### config.mk
export PLATFORM = sky130hd
export DESIGN_NAME = bin2bcd_number_module
export DESIGN_NICKNAME = d
export VERILOG_FILES = /design/src/rtl/bin2bcd_number_module.sv
export SDC_FILE = /design/constraint.sdc
export NUM_CORES = 1
export LEC_CHECK = 0
export ABC_AREA = 1
export CORE_ASPECT_RATIO = 2
export CORE_MARGIN = 2
export CORE_UTILIZATION = 43
export DETAILED_ROUTE_END_ITERATION = 12
export PLACE_DENSITY = 0.69
export SYNTH_ARGS = -nofsm -noshare
export SYNTH_HDL_FRONTEND = slang
export SYNTH_SLANG_ARGS = --single-unit
### constraint.sdc
create_clock -name CLK -period 1.14 [get_ports CLK]
set_clock_uncertainty 0.1 [all_clocks]
set_input_delay 0.285 -clock CLK [delete_from_list [all_inputs] [get_ports CLK]]
set_output_delay 0.285 -clock CLK [all_outputs]
set_load 0.01 [all_outputs]
### src/rtl/bin2bcd_number_module.sv
// bin2bcd_number_module: sequential double-dabble binary-to-packed-BCD converter with start/done handshake.
// Results saturate at 999999. Number_Sig only changes when a conversion completes.
module bin2bcd_number_module #(
    parameter int BIN_WIDTH = 20
) (
    input  logic                 CLK,
    input  logic                 RSTn,
    input  logic                 Start_Sig,
    input  logic [BIN_WIDTH-1:0] Bin_Data,
    output logic [23:0]          Number_Sig,
    output logic                 Done_Sig,
    output logic                 Busy_Sig,
    output logic                 Over_Flag
);
    typedef enum logic [1:0] {IDLE, SHIFT, FINISH} state_t;
    localparam logic [4:0] LAST = 5'(BIN_WIDTH - 1);

    state_t               state, state_nxt;
    logic [BIN_WIDTH-1:0] bin;
    logic [23:0]          bcd, bcd_adj;
    logic [4:0]           cnt;
    logic                 ovr;

    always_ff @(posedge CLK or negedge RSTn)
        if (!RSTn) state <= IDLE;
        else       state <= state_nxt;

    always_comb
        state_nxt = (state == IDLE)  ? (Start_Sig ? SHIFT : IDLE) :
                    (state == SHIFT) ? (cnt == LAST ? FINISH : SHIFT) : IDLE;

    always_comb
        Busy_Sig = (state != IDLE);

    // Each nibble is adjusted on its own; carries between digits come from the shift.
    for (genvar g = 0; g < 6; g++) begin : g_adj
        assign bcd_adj[4*g +: 4] = (bcd[4*g +: 4] >= 4'd5) ? bcd[4*g +: 4] + 4'd3 : bcd[4*g +: 4];
    end

    always_ff @(posedge CLK or negedge RSTn) begin
        if (!RSTn) begin
            bin        <= '0;
            bcd        <= '0;
            cnt        <= '0;
            ovr        <= 1'b0;
            Number_Sig <= '0;
            Done_Sig   <= 1'b0;
            Over_Flag  <= 1'b0;
        end else begin
            Done_Sig <= (state == FINISH);
            if (state == IDLE && Start_Sig) begin
                bin <= Bin_Data;
                bcd <= '0;
                cnt <= '0;
                ovr <= 32'(Bin_Data) > 32'd999999;
            end else if (state == SHIFT) begin
                {bcd, bin} <= {bcd_adj[22:0], bin, 1'b0};
                cnt        <= cnt + 5'd1;
            end else if (state == FINISH) begin
                Number_Sig <= ovr ? 24'h999999 : bcd;
                Over_Flag  <= ovr;
            end
        end
    end
endmodule

==> run metrics, run 1 <==
kind of capture point of the worst setup path flip-flop; fraction of the yosys area taken by sequential cells 0.5209; count of state elements after synthesis 78; standard cell core area 8528 um2; VDD IR max 0.001342 V; final antenna-violating net count 0; dominant cell type by count on the critical path buf_6; Multi-input gate area 1841 um2; critical path buffer and inverter count 5; clock root buffer clkbuf_16; Startpoint Class flip-flop; top cell type by total area after synthesis dfrtp_1; pin count of the biggest net entering global routing 55; WP data arrival 1540 ps; synthesized area 3747 um2; dominant synthesized flop cell dfrtp_1; clock tree from TritonCTS yes; antenna diode count 0; violated checks negative setup slack; final weighted congestion of routability-driven global placement 0.8387; Synthesis Warnings 0; worst hold slack 340.5 ps; dpl hpwl 6.551 mm; Maximum Capacitance Violations 0; routed len/inst 14.31 um; number of antenna violations at the first check in global routing 0; layout overhead on the synthesized area 51.45%; DR pass1 iterations 4; finished layout cell area 5675 um2; vertical die dimension 136.0 um; Worst-Skew Late Latency 330 ps; launch point of the worst reg-to-reg path state[1]; starting density of the core 0.4394; Sequential Area 1953 um2; worst setup path startpoint state[1]; top-level I/O count 50; count of unique library cells instantiated by Yosys 23; die outline width 70.01 um; fin crit share 1.244; Detailed Route WL 9.930 mm; cts bufs inserted 9; Max stage delay on crit path 410 ps; maximum fanout along the worst path 5; number of nets in the synthesized netlist 491; max frequency 704.9 MHz; overall via count from detail_route 3618; unrepaired setup endpoints after global routing yes; count leader, synth nand2_1; Power Density 2794 nW/um2; number of enable-type register cells in the synthesized netlist 0; hold crit path type in2async; chain of cells forming the critical path buf_6, inv_8, o21ai_4, buf_12, buf_8, buf_6, nand2_2, o21ai_2; Via-to-Cell Ratio 5.213; remaining routing DRC violations 0; top cells by area in the synthesized netlist dfrtp_1 (52%), nand2_1 (16%), nand3_1 (6.4%); standard-cell row count 48; first-pass GRT wire length 16.37 mm; number of levels in the clock H-tree 3; number of failing hold endpoints at the final stage 0; required time of the worst setup path 1260 ps; placed cells 644; fraction of final layout cells with drive strength greater than 1 0.3788; run status finished, violations left; fin crit period 1419 ps; Non-Filler Instances 694; # port buffers 49; clock transition time at the flip-flop clock pins of the worst setup and hold paths 60 ps; Worst Slack Setup Final -278.7 ps; post-synth top area share 0.5209; total power draw 15860 uW; number of instances in the synthesized netlist 455; slew of the pin with the lowest slew margin 297.1 ps; nets 625; vias in the first global route 3604; instance area at placement 4847 um2; asr flop ratio synth 1.000; post-synthesis average cell area 8.236 um2; fill cell count 705; Final Max Slew Viols 0; setup TNS -18360 ps; Starting DRT DRC Count 197; Leak 0.002883 uW; total setup violations reported at the end of the flow 103; critical path's top delay family buffers and inverters; floorplan die area 9523 um2; slowest cell on the critical path dfrtp_1; Total GRT Usage 0.2142; Overflow after GRT 0; category of the most critical setup path reg2reg; most frequent cells after synthesis nand2_1 (163), dfrtp_1 (78), nand3_1 (48); remaining max-slew budget at the tightest pin 0.8017; Sinks on Clock Net 78; maximum count of clock buffers along a single path 2
layout make-up:
cell class,count,area share
clock inverters,4,0.01235
clock buffers,12,0.04343
repair buffers,136,0.2169
well taps,100,0.02205
inverters,45,0.03682
multi-input cells,319,0.3243
flip-flops and latches,78,0.3441
cell families after synthesis:
kind of cell / Yosys count / share of synthesized area
buffers and inverters: 58 / 0.06745
DFF: 78 / 0.5209
AOI/OAI and AO/OA: 55 / 0.08781
and+or+nand+nor: 251 / 0.2805
adders and majority gates: 13 / 0.04341
final timing paths:
| check | slack (ps) | cells past startpoint | to |
|---|---|---|---|
| max in group asynchronous | 280 | 3 | bcd[1] |
| max reg2reg | -280 | 8 | bcd[20] |
| min in group CLK | 370 | 2 | Number_Sig[6] |
| min reg2reg | 370 | 2 | Number_Sig[6] |
| min | 340 | 3 | bin[9] |
| max | -280 | 8 | bcd[20] |
registers in the layout, summed over array words and instances (netlist names):
register and cells:
state 2, Done_Sig 1, Over_Flag 1, ovr 1, Number_Sig 24, cnt 5, bcd 24, bin 20
worst min-delay path, cell delays in order:
cell           delay, ps
dlygate4sd3_1        520
buf_4                130
buf_12               170
stage by stage:
stage | util | setup slack, ps
after global placement | 0.5684 | -447.5
after floorplan | - | -75.10
after global routing | 0.6655 | -318.5
after CTS | 0.6284 | -300.5
after detailed placement | 0.5684 | -480.0
final | 0.6655 | -278.7
cell usage in the layout (no fill, tap or decap), drive strengths merged:
cell type      netlist  final
nand2              165    165
buf                 11    114
dfrtp               78     78
nand3               48     48
inv                 45     43
o21ai               35     35
nor2                27     27
clkdlybuf4s50        0     21
a21oi               14     14
ha                  13     13
clkbuf               2     12
nand4               10     10
o211ai               5      5
clkinv               0      4
bufinv               0      2
a22o                 1      1
nor3                 1      1
dlygate4sd3          0      1
per-layer routing:
| layer | vias up | GRT usage | wire, um |
|---|---|---|---|
| met5 | - | 0 | 0 |
| li1 | 1741 | - | - |
| met1 | 1759 | 0.2247 | 3630 |
| met2 | 94 | 0.4111 | 5674 |
| met3 | 24 | 0.03484 | 326 |
| met4 | 0 | 0.09295 | 299 |
repair_timing:
action                                 CTS  global route
hold buffers                             1             0
pin swaps                                4            14
gates cloned                             4             0
setup endpoints to repair              104           104
setup buffers                           18            13
endpoints found under the hold margin   78             0
gates resized for setup                131            66
power by group:
part	total (uW)	switching (uW)	internal, uW
sequential	4770	846	3930
clock	3040	1070	1970
combinational	8050	4210	3830
(Power assumes the default switching activity.)
==> run 2, diff against run 1 <==
- REMOVE_ABC_BUFFERS: default -> 1
==> run 2 against run 1 <==
- the run still ends with negative setup slack left
- combinational power is 12% higher
- highest routed layer unchanged
- cell area is 3.5% higher
- utilization grew 2.3 points
- via count rose by 1.5%
- power grew 5.0%
- setup slack got worse by 7.5 ps
==> run metrics, run 2 (same netlist as run 1, synthesis figures left out) <==
floorplan die area 9523 um2 (unchanged); Sinks on Clock Net 78 (unchanged); kind of capture point of the worst setup path flip-flop; fin crit share 1.251 (+0.006600); cts bufs inserted 9 (unchanged); VDD IR max 0.001511 V (+13%); fraction of final layout cells with drive strength greater than 1 0.4525 (+0.07375); fill cell count 625 (-11%); dpl hpwl 6.224 mm (-5.0%); top-level I/O count 50 (unchanged); final weighted congestion of routability-driven global placement 0.9099 (+8.5%); Final Max Slew Viols 0 (unchanged); Total GRT Usage 0.2148 (+0.0006118); number of antenna violations at the first check in global routing 0 (unchanged); category of the most critical setup path reg2reg; Startpoint Class flip-flop; Reg power frac 0.298 (-0.003); Worst-Skew Late Latency 340 ps (about the same); leading registers by flop count Number_Sig (24), bcd (24), bin (20); standard-cell row count 48 (unchanged); most common cell after layout, fill and taps aside nand2_1; vertical die dimension 136.0 um (unchanged); remaining routing DRC violations 0 (unchanged); number of levels in the clock H-tree 3 (unchanged); WP data arrival 1550 ps (about the same); Worst Slack Setup Final -286.3 ps (-7.524 ps); violated checks negative setup slack; Detailed Route WL 10.86 mm (+9.3%); required time of the worst setup path 1270 ps (about the same); antenna diode count 0 (unchanged); Final Util 0.6888 (+0.02333); commonest cells after routing, fill and taps aside nand2_1 (112), dfrtp_1 (76), buf_4 (62); die outline width 70.01 um (unchanged); standard cell core area 8528 um2 (unchanged); remaining max-slew budget at the tightest pin 0.7860 (-0.01575); Via-to-Cell Ratio 5.322 (+2.1%); number of failing hold endpoints at the final stage 0 (unchanged); routed len/inst 15.74 um (+10%); Power Density 2835 nW/um2 (+1.4%); switching pwr 6930 uW (+13%); run status finished, violations left; switching share of total power 0.4161 (+0.02975); combinational share of power 0.539 (+0.032); first-pass GRT wire length 16.09 mm (-1.7%); fin crit period 1426 ps (+7.524 ps); DR pass1 iterations 4 (unchanged); vias in the first global route 3569 (-0.97%); clock tree from TritonCTS yes; setup TNS -16400 ps (+1966 ps); final antenna-violating net count 0 (unchanged); total power draw 16650 uW (+5.0%); nets 623 (-0.32%); layout overhead on the synthesized area 56.76%; maximum count of clock buffers along a single path 2 (unchanged); starting density of the core 0.4394 (unchanged); Starting DRT DRC Count 245 (+24%); total setup violations reported at the end of the flow 104 (+0.97%); clock root buffer clkbuf_16; unrepaired setup endpoints after global routing yes; maximum fanout along the worst path 7 (+2); Leak 0.003075 uW (+6.7%); hold crit path type in2async; Overflow after GRT 0 (unchanged); pin count of the biggest net entering global routing 43 (-22%); overall via count from detail_route 3672 (+1.5%); max frequency 701.1 MHz (-0.53%); design internal power 9724 uW (about the same); # port buffers 49 (unchanged); Maximum Capacitance Violations 0 (unchanged); clock transition time at the flip-flop clock pins of the worst setup and hold paths 60 ps (about the same); Clock power frac 0.162 (-0.030); slew of the pin with the lowest slew margin 321.0 ps (+23.95 ps)
[run 2: cell types whose count changed in the layout (fill, tap and decap cells not counted), moves of 3 or more]
cell       before  now
nand2_4         3   27
nand3_2        11   25
a21oi_1         9   13
a21oi_2         5    1
nor2_2          2    5
nand2_1       138  112
buf_16          4    1
nand3_1        36   19
clkbuf_16       9   12
buf_4          65   62
nand3_4         1    4
[run 2: power groups by stage]
stage | Clock [uW] | Combinational [uW] | Sequential, uW
5_1_grt | 2830 | 9840 | 5120
3_3_place_gp | 0 | 5910 | 4660
2_1_floorplan | 0 | 3440 | 4710
6_report | 2700 | 8980 | 4970
3_5_place_dp | 0 | 6140 | 4710
4_1_cts | 2720 | 6840 | 4690
[run 2: metrics by stage]
| step | setup WS [ps] | cell area (um2) | hold slack (ps) | std cells |
|---|---|---|---|---|
| detailed placement | -483.9 | 4706 | 176.3 | 641 |
| floorplan | -1163 | 3664 | -110.6 | 442 |
| global placement | -418.9 | 4706 | 173.9 | 641 |
| CTS | -277.7 | 5216 | 364.6 | 674 |
| global route | -328.6 | 5874 | 399.8 | 690 |
| finish | -286.3 | 5874 | 355.5 | 690 |
[run 2: cell type report]
cell class | instances | area, um2 | area share
multi-input cells | 319 | 2127 | 0.3621
inverters | 45 | 203.9 | 0.03472
clock buffers | 13 | 270.3 | 0.04601
clock inverters | 1 | 5.005 | 0.0008520
well taps | 100 | 125.1 | 0.02130
repair inverters | 1 | 11.26 | 0.001917
flip-flops and latches | 78 | 1954 | 0.3327
repair buffers | 133 | 1177 | 0.2004
[run 2: final timing paths]
check | startpoint | end | slack (ps) | depth (start not counted)
min in group CLK | Number_Sig[22] | Number_Sig[22] | 380 | 2
worst min-delay path | RSTn | bin[10] | 360 | 3
worst min register to register | Number_Sig[22] | Number_Sig[22] | 380 | 2
max in group asynchronous | RSTn | bcd[16] | 340 | 3
worst max register to register | state[1] | cnt[1] | -290 | 6
worst max-delay path | state[1] | cnt[1] | -290 | 6
[run 2: timing repair]
action                                 4_1_cts  5_1_grt
resized for setup                          162      145
buffers inserted                            14       18
hold buffers                                 1        0
setup endpoints to repair                  103      104
gates cloned                                 4        4
pin swaps                                    7       45
endpoints found under the hold margin       78        0
[run 2: per-layer routing]
metal / vias to the layer above / global-route usage / part of all wire / routed length [um]
li1: 1736 / - / - / -
met1: 1800 / 0.2295 / 0.35 / 3833
met2: 99 / 0.3942 / 0.57 / 6141
met3: 37 / 0.04374 / 0.036 / 392
met4: 0 / 0.1079 / 0.045 / 491
met5: - / 0 / 0 / 0
[run 2: critical path, stage by stage (launching register included)]
cell and delay [ps]:
dfrtp_1 390, buf_4 160, inv_8 80, o21ai_4 90, buf_6 150, clkbuf_16 160
a22o_1 180
